===== config.mk =====
export PLATFORM = sky130hd
export DESIGN_NAME = afifo_wr_arbiter
export DESIGN_NICKNAME = d
export VERILOG_FILES = /design/src/rtl/afifo_wr_arbiter.sv
export SDC_FILE = /design/constraint.sdc
export NUM_CORES = 1
export LEC_CHECK = 0
export BUFFER_PORTS_ARGS = -buffer_cell sky130_fd_sc_hd__buf_2
export CAP_MARGIN = 20
export CORE_UTILIZATION = 45
export CTS_BUF_LIST = sky130_fd_sc_hd__clkbuf_8 sky130_fd_sc_hd__clkbuf_16
export DETAILED_ROUTE_END_ITERATION = 8
export GPL_ROUTABILITY_DRIVEN = 0
export HOLD_SLACK_MARGIN = 0.1
export PLACE_DENSITY = 0.84
export SYNTH_ARGS = -nofsm -noshare
export SYNTH_HDL_FRONTEND = slang
export SYNTH_SLANG_ARGS = --single-unit

===== constraint.sdc =====
create_clock -name wclk -period 3.2 [get_ports wclk]
set_input_delay 0 -clock wclk [delete_from_list [all_inputs] [get_ports wclk]]
set_output_delay 0 -clock wclk [all_outputs]
set_load 0.02 [all_outputs]

===== src/rtl/afifo_wr_arbiter.sv =====
`timescale 1ns/1ps
// Write-side scheduler for the async FIFO: round-robin packet arbitration onto the
// single FIFO write port, granting only when a maximum-size packet is guaranteed to fit.
module afifo_wr_arbiter #(
    parameter int ADDRSIZE = 4,
    parameter int DSIZE    = 8,
    parameter int NREQ     = 4,
    parameter int PKT_MAX  = 4,
    localparam int GW      = (NREQ > 1) ? $clog2(NREQ) : 1
) (
    input  logic                  wclk,
    input  logic                  wrst_n,
    input  logic [NREQ-1:0]       req_valid,
    input  logic [NREQ-1:0]       req_last,
    input  logic [NREQ*DSIZE-1:0] req_data,
    output logic [NREQ-1:0]       req_ready,
    input  logic                  wfull,
    input  logic [ADDRSIZE:0]     wptr,
    input  logic [ADDRSIZE:0]     wq2_rptr,
    output logic                  winc,
    output logic [DSIZE-1:0]      wdata,
    output logic [ADDRSIZE:0]     wr_level,
    output logic [GW-1:0]         grant_id,
    output logic                  busy,
    output logic                  pkt_err
);

    localparam int PW    = ADDRSIZE + 1;
    localparam int DEPTH = 1 << ADDRSIZE;
    localparam int CW    = $clog2(PKT_MAX + 1);

    localparam logic [0:0] IDLE = 1'b0;
    localparam logic [0:0] XFER = 1'b1;

    logic [0:0]    state;
    logic [GW-1:0] last_grant;
    logic [CW-1:0] cnt;
    logic [CW-1:0] cnt_nxt;

    logic [PW-1:0] wbin_c;
    logic [PW-1:0] rbin_c;
    logic [PW-1:0] level_c;
    logic          room_c;
    logic          any_c;
    logic [GW-1:0] pick_c;
    logic          pkt_end_c;

    function automatic logic [PW-1:0] gray2bin(input logic [PW-1:0] g);
        logic [PW-1:0] b;
        b[PW-1] = g[PW-1];
        for (int i = PW - 2; i >= 0; i--) begin
            b[i] = b[i+1] ^ g[i];
        end
        return b;
    endfunction

    // Requester index 'off' positions after 'base', wrapping at NREQ.
    function automatic logic [GW-1:0] rr_idx(input logic [GW-1:0] base, input int off);
        int s;
        s = int'(base) + off;
        if (s >= NREQ) begin
            s = s - NREQ;
        end
        return GW'(s);
    endfunction

    // Modular subtraction keeps the level correct across pointer wrap.
    assign wbin_c  = gray2bin(wptr);
    assign rbin_c  = gray2bin(wq2_rptr);
    assign level_c = wbin_c - rbin_c;
    assign room_c  = ({1'b0, level_c} + (PW+1)'(PKT_MAX)) <= (PW+1)'(DEPTH);

    always_comb begin
        any_c  = 1'b0;
        pick_c = last_grant;
        for (int i = 1; i <= NREQ; i++) begin
            if (!any_c && req_valid[rr_idx(last_grant, i)]) begin
                any_c  = 1'b1;
                pick_c = rr_idx(last_grant, i);
            end
        end
    end

    always_comb begin
        winc      = 1'b0;
        req_ready = '0;
        wdata     = req_data[grant_id*DSIZE +: DSIZE];
        if (state == XFER && !wfull) begin
            req_ready[grant_id] = 1'b1;
            winc                = req_valid[grant_id];
        end
    end

    assign busy      = (state == XFER);
    assign cnt_nxt   = cnt + CW'(1);
    assign pkt_end_c = req_last[grant_id] || (cnt_nxt == CW'(PKT_MAX));

    always_ff @(posedge wclk or negedge wrst_n) begin
        if (!wrst_n) begin
            state      <= IDLE;
            grant_id   <= '0;
            last_grant <= GW'(NREQ - 1);
            cnt        <= '0;
            pkt_err    <= 1'b0;
            wr_level   <= '0;
        end else begin
            wr_level <= level_c;
            pkt_err  <= 1'b0;
            case (state)
                IDLE: begin
                    if (any_c && room_c) begin
                        grant_id <= pick_c;
                        cnt      <= '0;
                        state    <= XFER;
                    end
                end
                XFER: begin
                    if (winc) begin
                        cnt <= cnt_nxt;
                        // An overlong packet is cut here; its tail re-arbitrates later.
                        if (pkt_end_c) begin
                            pkt_err    <= ~req_last[grant_id];
                            last_grant <= grant_id;
                            state      <= IDLE;
                        end
                    end
                end
            endcase
        end
    end

endmodule

==> flow_summary.yaml, run 1 <==
placement:
  place_hpwl_mm: 2.32
  io_buffers: 74
status:
  status: "complete, no violations"
sta:
  slew_violations: 0
  max_slew_margin_pct: 55.8
  rsz0062_at_grt: "no"
  finalSetupViolCount: 0
  finClkSkew_ns: 0.00128
  post-route-period-util_pct: 87.3
  period_needed_ns: 2.79
  whs_ns: 0.171
  finalSetupTns_ns: 0
  max_freq_mhz: 358
  hold_viol_final: 0
  timing_worst_slew_pin_value_ns: 0.657
synth:
  async_flop_share_pct: 100
  synth_flop_cell: "dfrtp_1"
  syn-cell-area_mm2: 0.00116
  synth-seq-cells: 14
  synth_edf_count: 0
  synth_nets: 162
  synth_top_area_share_pct: 25.8
  synth_warnings: 0
  synth_top_area_cell: "dfrtp_1"
  syn_area_per_cell_um2: 11.4
  ys_types: 36
  ys_seq_area_share_pct: 30.3
  synthCells: 102
  synth_area_leaders: "dfrtp_1 (26%), mux4_2 (19%), ha_1 (6.4%)"
clocking:
  clk_latency_ns: 0.24
  clk_root_buffer_cell: "clkbuf_8"
  cts_sinks: 14
  cts_tree: "yes"
  clkTransAtPathRegs_ns: 0.06
  cts_buffers: 3
  clk_path_buf_depth: 2
  post-cts-setup-buffers: 0
  holdBufCountCts: 1
  h-tree-depth: 1
  cts-resized-gates: 0
pwr:
  ir_worst_vdd_mv: 0.588
  p_total_mw: 1.38
  cellPowerDensity_mw_per_mm2: 851
  leakagePower_nw: 0.807
drt:
  viasPerCell: 5.11
  dr.pass1.iters: 6
  drcViolationCount: 0
  vias: 1053
  drt_iter0_markers: 22
  routed_wl_mm: 2.82
  ant_nets: 0
  routedWlPerCell_um: 13.7
floorplan:
  start_util_pct: 47.5
  die_h_um: 52.9
  die-area_mm2: 0.00280
  ioPinCount: 75
  core-area_mm2: 0.00245
  rows: 18
  die_w_um: 52.9
grt:
  gr-usage-met1_pct: 26.3
  grt_pass1_vias: 941
  grt-busiest-layer: "met2"
  grt.total_usage_pct: 20.4
  grt-ovfl-total: 0
  met2_usage_pct: 35.0
  grt_max_degree: 18
  grt_pass1_wl_mm: 4.02
  antenna_found_initial: 0
  use_met3_pct: 4.31
setup_path:
  crit_type: "primary input to flip-flop"
  required_ns: 3.32
  cp_slowest_cell: "fa_1"
  cp_top_family: "XOR/XNOR gates"
  cpPeakStageDelay_ns: 0.40
  arrival_ns: 2.91
  endpoint_kind: "flip-flop"
  critPathMaxFanout: 4
  crit_chain: "buf_2 -> xnor2_1 -> xor2_1 -> xor2_1 -> xnor2_1 -> ha_1 -> fa_1 -> nand2b_1 -> a21oi_1 -> xnor2_1 -> a2111oi_4 -> mux2_1"
  worst_path_most_repeated_cell: "xnor2_1"
  start_kind: "primary input"
  worst-path-buf-inv: 1
cells_and_area:
  diodes: 0
  nets: 237
  utilization_pct: 66.0
  fillers: 187
  drive_gt1_share_pct: 54.5
  area_delta_synth_final_pct: 39.1
flow_run:
  maxCapViolations: 0
min_path:
  min_path_type: "primary input to flip-flop"
[final timing paths]
kind | startpoint | to | slack (ns) | cells after the start
worst max-delay path | wq2_rptr[4] | grant_id[1] | 0.41 | 12
worst min-delay path | wq2_rptr[0] | wr_level[0] | 0.17 | 4
worst max register to register | grant_id[1] | last_grant[1] | 0.95 | 4
worst min register to register | cnt[2] | cnt[2] | 0.58 | 2
max in group asynchronous | wrst_n | last_grant[0] | 2.73 | 2
min in group asynchronous | wrst_n | cnt[1] | 0.18 | 2
[report_power, final]
part	internal, mW	leakage (nW)	switching (mW)
Sequential	0.269	0.164	0.0968
Combinational	0.398	0.615	0.448
Clock	0.109	0.0288	0.0591
[metrics by stage]
stage	cells	setup slack (ns)	area, um^2
final	206	0.407	1620
after global routing	206	0.230	1620
after CTS	206	0.384	1620
after detailed placement	201	0.145	1560
after global placement	201	0.345	1560
after floorplan	102	0.552	1160
[cell type report]
type	instances	area (um^2)	area share, %
timing repair buffer	76	388	23.9
multi-input combinational	75	761	46.9
sequential	14	353	21.8
tap	30	37.5	2.32
inverter	7	26.3	1.62
clock buffer	4	55.1	3.40
[cells in the mapped netlist (2+ instances only)]
master / n
nor2_1: 5
o21ai_0: 5
clkbuf_1: 3
a21oi_1: 2
inv_1: 7
nand2_1: 2
dfstp_2: 2
dfrtp_1: 12
mux2_2: 2
o21a_1: 2
mux4_2: 10
buf_2: 2
xnor2_1: 7
ha_1: 6
xor2_1: 6
nand2b_1: 5
mux2_1: 2
nor2b_1: 4
[registers in the layout, indices dropped and copies added (netlist names)]
name	cells
pkt_err	1
last_grant	2
busy	1
grant_id	2
wr_level	5
cnt	3
[placed cells by master, fill, tap and decap left out, types with 2 or more instances in the layout]
cell      Yosys  routed
dfstp_2       2       2
mux2_1        2       2
nor2b_1       4       4
dfrtp_1      12      12
xnor2_1       7       7
nand2_1       2       2
o21ai_0       5       5
o21a_1        2       2
inv_1         7       7
xor2_1        6       6
mux2_2        2       2
a21oi_1       2       2
mux4_2       10      10
nor2_1        5       5
clkbuf_8      0       4
ha_1          6       6
buf_2         2      74
nand2b_1      5       5
[worst reg2reg max path: cells and delay by family, from the launching register on]
kind	cells	cell delay (ns)
AO/OA/AOI/OAI	1	0.28
flip-flops	1	0.74
multiplexers	2	0.70
AND/OR/NAND/NOR	1	0.46
[routing by layer]
layer | share of wire (%) | wire length [um]
met5 | 0 | 0
met4 | 0.60 | 17
met3 | 3.7 | 104
met2 | 54 | 1530
met1 | 42 | 1180
[logic make-up (layout without fill, tap and decap cells)]
| family | count (synthesis) | in the layout | synth area share [%] |
|---|---|---|---|
| compound gates | 19 | 19 | 13.3 |
| mux | 15 | 15 | 24.1 |
| buf+inv | 13 | 87 | 4.40 |
| simple gates | 21 | 21 | 9.99 |
| flops | 14 | 14 | 30.3 |
| fa+ha+maj | 7 | 7 | 8.16 |
| xor+xnor | 13 | 13 | 9.77 |
Note: power is estimated with default switching activity, not from simulation.
==> inputs of run 2 (changes only) <==
- BUFFER_PORTS_ARGS: -buffer_cell sky130_fd_sc_hd__buf_2 -> -buffer_cell sky130_fd_sc_hd__buf_4
==> run 2 against run 1 <==
  * Clock-buffer cell count is 1 lower
  * Final cell count unchanged
  * Setup slack better by 0.054 ns
  * Sequential power is essentially flat
  * Design area increased by 11%
  * Largest cell class unchanged
  * First-iteration DRC count shrank 64%
  * Non-clock buffer count did not move
  * Critical path depth did not move
  * Global-route usage rose by 0.76 points
==> flow_summary.yaml, run 2 (synthesis results as in run 1) <==
pwr:
  power.share.clock_pct: 10.2
  ir_worst_vdd_mv: 0.576
  power_frac_comb_pct: 64.5
  switching_share_pct: 42.2
  cellPowerDensity_mw_per_mm2: 805
  power_frac_seq_pct: 25.3
  power.internal_uw: 835
  netSwitchingPower_uw: 610
  leakagePower_nw: 0.866
  p_total_mw: 1.45
drt:
  routed_wl_mm: 2.90
  routedWlPerCell_um: 14.1
  dr.pass1.iters: 4
  vias: 1062
  drt_iter0_markers: 8
  ant_nets: 0
  drcViolationCount: 0
  viasPerCell: 5.16
clocking:
  clk_latency_ns: 0.25
  clk_root_buffer_cell: "clkbuf_8"
  post-cts-setup-buffers: 0
  cts_sinks: 14
  cts_tree: "yes"
  cts_buffers: 3
  clkTransAtPathRegs_ns: 0.06
  cts-resized-gates: 0
  clk_path_buf_depth: 2
  h-tree-depth: 1
status:
  status: "complete, no violations"
cells_and_area:
  regMostFlops: "wr_level"
  final_cell_mix: "buf_4 (75), dfrtp_1 (12), mux4_2 (10)"
  largest_reg_flops: 5
  area_delta_synth_final_pct: 54.1
  fillers: 180
  layout_commonest_cell: "buf_4"
  drive_gt1_share_pct: 54.0
  top_regs: "wr_level: 5 flops, cnt: 3 flops"
  diodes: 0
  nets: 237
setup_path:
  crit_chain: "buf_4 -> xnor2_1 -> xor2_1 -> xor2_1 -> xnor2_1 -> ha_1 -> fa_1 -> nand2b_1 -> a21oi_1 -> xnor2_1 -> a2111oi_4 -> mux2_1"
  cpPeakStageDelay_ns: 0.39
  endpoint_kind: "flip-flop"
  reg2regPathDepth: 4
  regToRegSetupSlack_ns: 0.98
  critPathMaxFanout: 4
  crit_type: "primary input to flip-flop"
  cp_slowest_cell: "fa_1"
  cp.depth: 12
  reg2reg_to: "last_grant[1]"
  worst_path_most_repeated_cell: "xnor2_1"
  reg2reg_from: "grant_id[1]"
  worst-path-buf-inv: 1
  start_kind: "primary input"
  critPathLaunch: "wq2_rptr[4]"
  required_ns: 3.33
  critPathCapture: "grant_id[1]"
  cp_top_family: "XOR/XNOR gates"
  arrival_ns: 2.87
sta:
  slew_violations: 0
  hold_viol_final: 0
  period_needed_ns: 2.74
  rsz0062_at_grt: "no"
  timing_worst_slew_pin_value_ns: 0.669
  finalSetupTns_ns: 0
  max_freq_mhz: 365
  finalSetupViolCount: 0
  post-route-period-util_pct: 85.6
  finClkSkew_ns: 0.00290
  max_slew_margin_pct: 55.0
grt:
  grt.total_usage_pct: 21.1
  grt_pass1_vias: 928
  grt_max_degree: 18
  grt-ovfl-total: 0
  grt_pass1_wl_mm: 4.24
  antenna_found_initial: 0
floorplan:
  die_h_um: 52.9
  start_util_pct: 47.5
  ioPinCount: 75
  die_w_um: 52.9
  die-area_mm2: 0.00280
  rows: 18
  core-area_mm2: 0.00245
flow_run:
  maxCapViolations: 0
min_path:
  min_path_type: "primary input to async pin"
placement:
  place_hpwl_mm: 2.48
  io_buffers: 74
==> run 2: cell types whose count changed in the layout (fill, tap and decap cells not counted) <==
cell | previous run | this run
inv_1 | 7 | 8
buf_4 | 1 | 75
clkbuf_8 | 4 | 3
buf_2 | 74 | 0
==> run 2: through the flow <==
step	area (um^2)	util, %	setup WS [ns]	hold WS, ns	std cells
after floorplan	1160	-	0.552	-0.296	102
after global placement	1740	70.9	0.322	-0.149	201
after detailed placement	1740	70.9	0.177	-0.143	201
after CTS	1800	73.1	0.437	0.132	206
after global routing	1800	73.1	0.212	0.161	206
final	1800	73.1	0.461	0.134	206
==> run 2: worst min path at each step <==
stage / to / slack (ns)
CTS: grant_id[1] / 0.13
detailed placement: wr_level[0] / -0.14
global route: wr_level[0] / 0.16
finish: cnt[0] / 0.13
floorplan: busy / -0.30
global placement: wr_level[0] / -0.15
==> run 2: what timing repair did <==
| item | 4_1_cts | 5_1_grt |
|---|---|---|
| hold buffers | 1 | 0 |
| hold endpoints to repair | 14 | 0 |
| setup endpoints to repair | 0 | 0 |
==> run 2: power by group through the flow <==
stage | logic (mW) | registers (mW) | clock network (mW)
after floorplan | 0.615 | 0.375 | 0
after global placement | 0.916 | 0.364 | 0
final | 0.932 | 0.365 | 0.148
after detailed placement | 0.938 | 0.370 | 0
after CTS | 0.941 | 0.367 | 0.151
after global routing | 1.01 | 0.379 | 0.161
==> run 2: area by class of cell <==
type,instances,area [um^2],share of cell area (%)
clock buffer,3,41.3,2.30
clock inverter,1,3.75,0.209
tap,30,37.5,2.09
sequential,14,353,19.7
inverter,7,26.3,1.46
multi-input combinational,75,761,42.4
timing repair buffer,76,573,31.9
==> run 2: per-layer routing <==
layer | routed length [um] | share of wire (%) | global-route usage [%]
met1 | 1180 | 41 | 28.2
met2 | 1570 | 54 | 34.2
met3 | 105 | 3.6 | 5.46
met4 | 40 | 1.4 | 4.82
met5 | 0 | 0 | 0
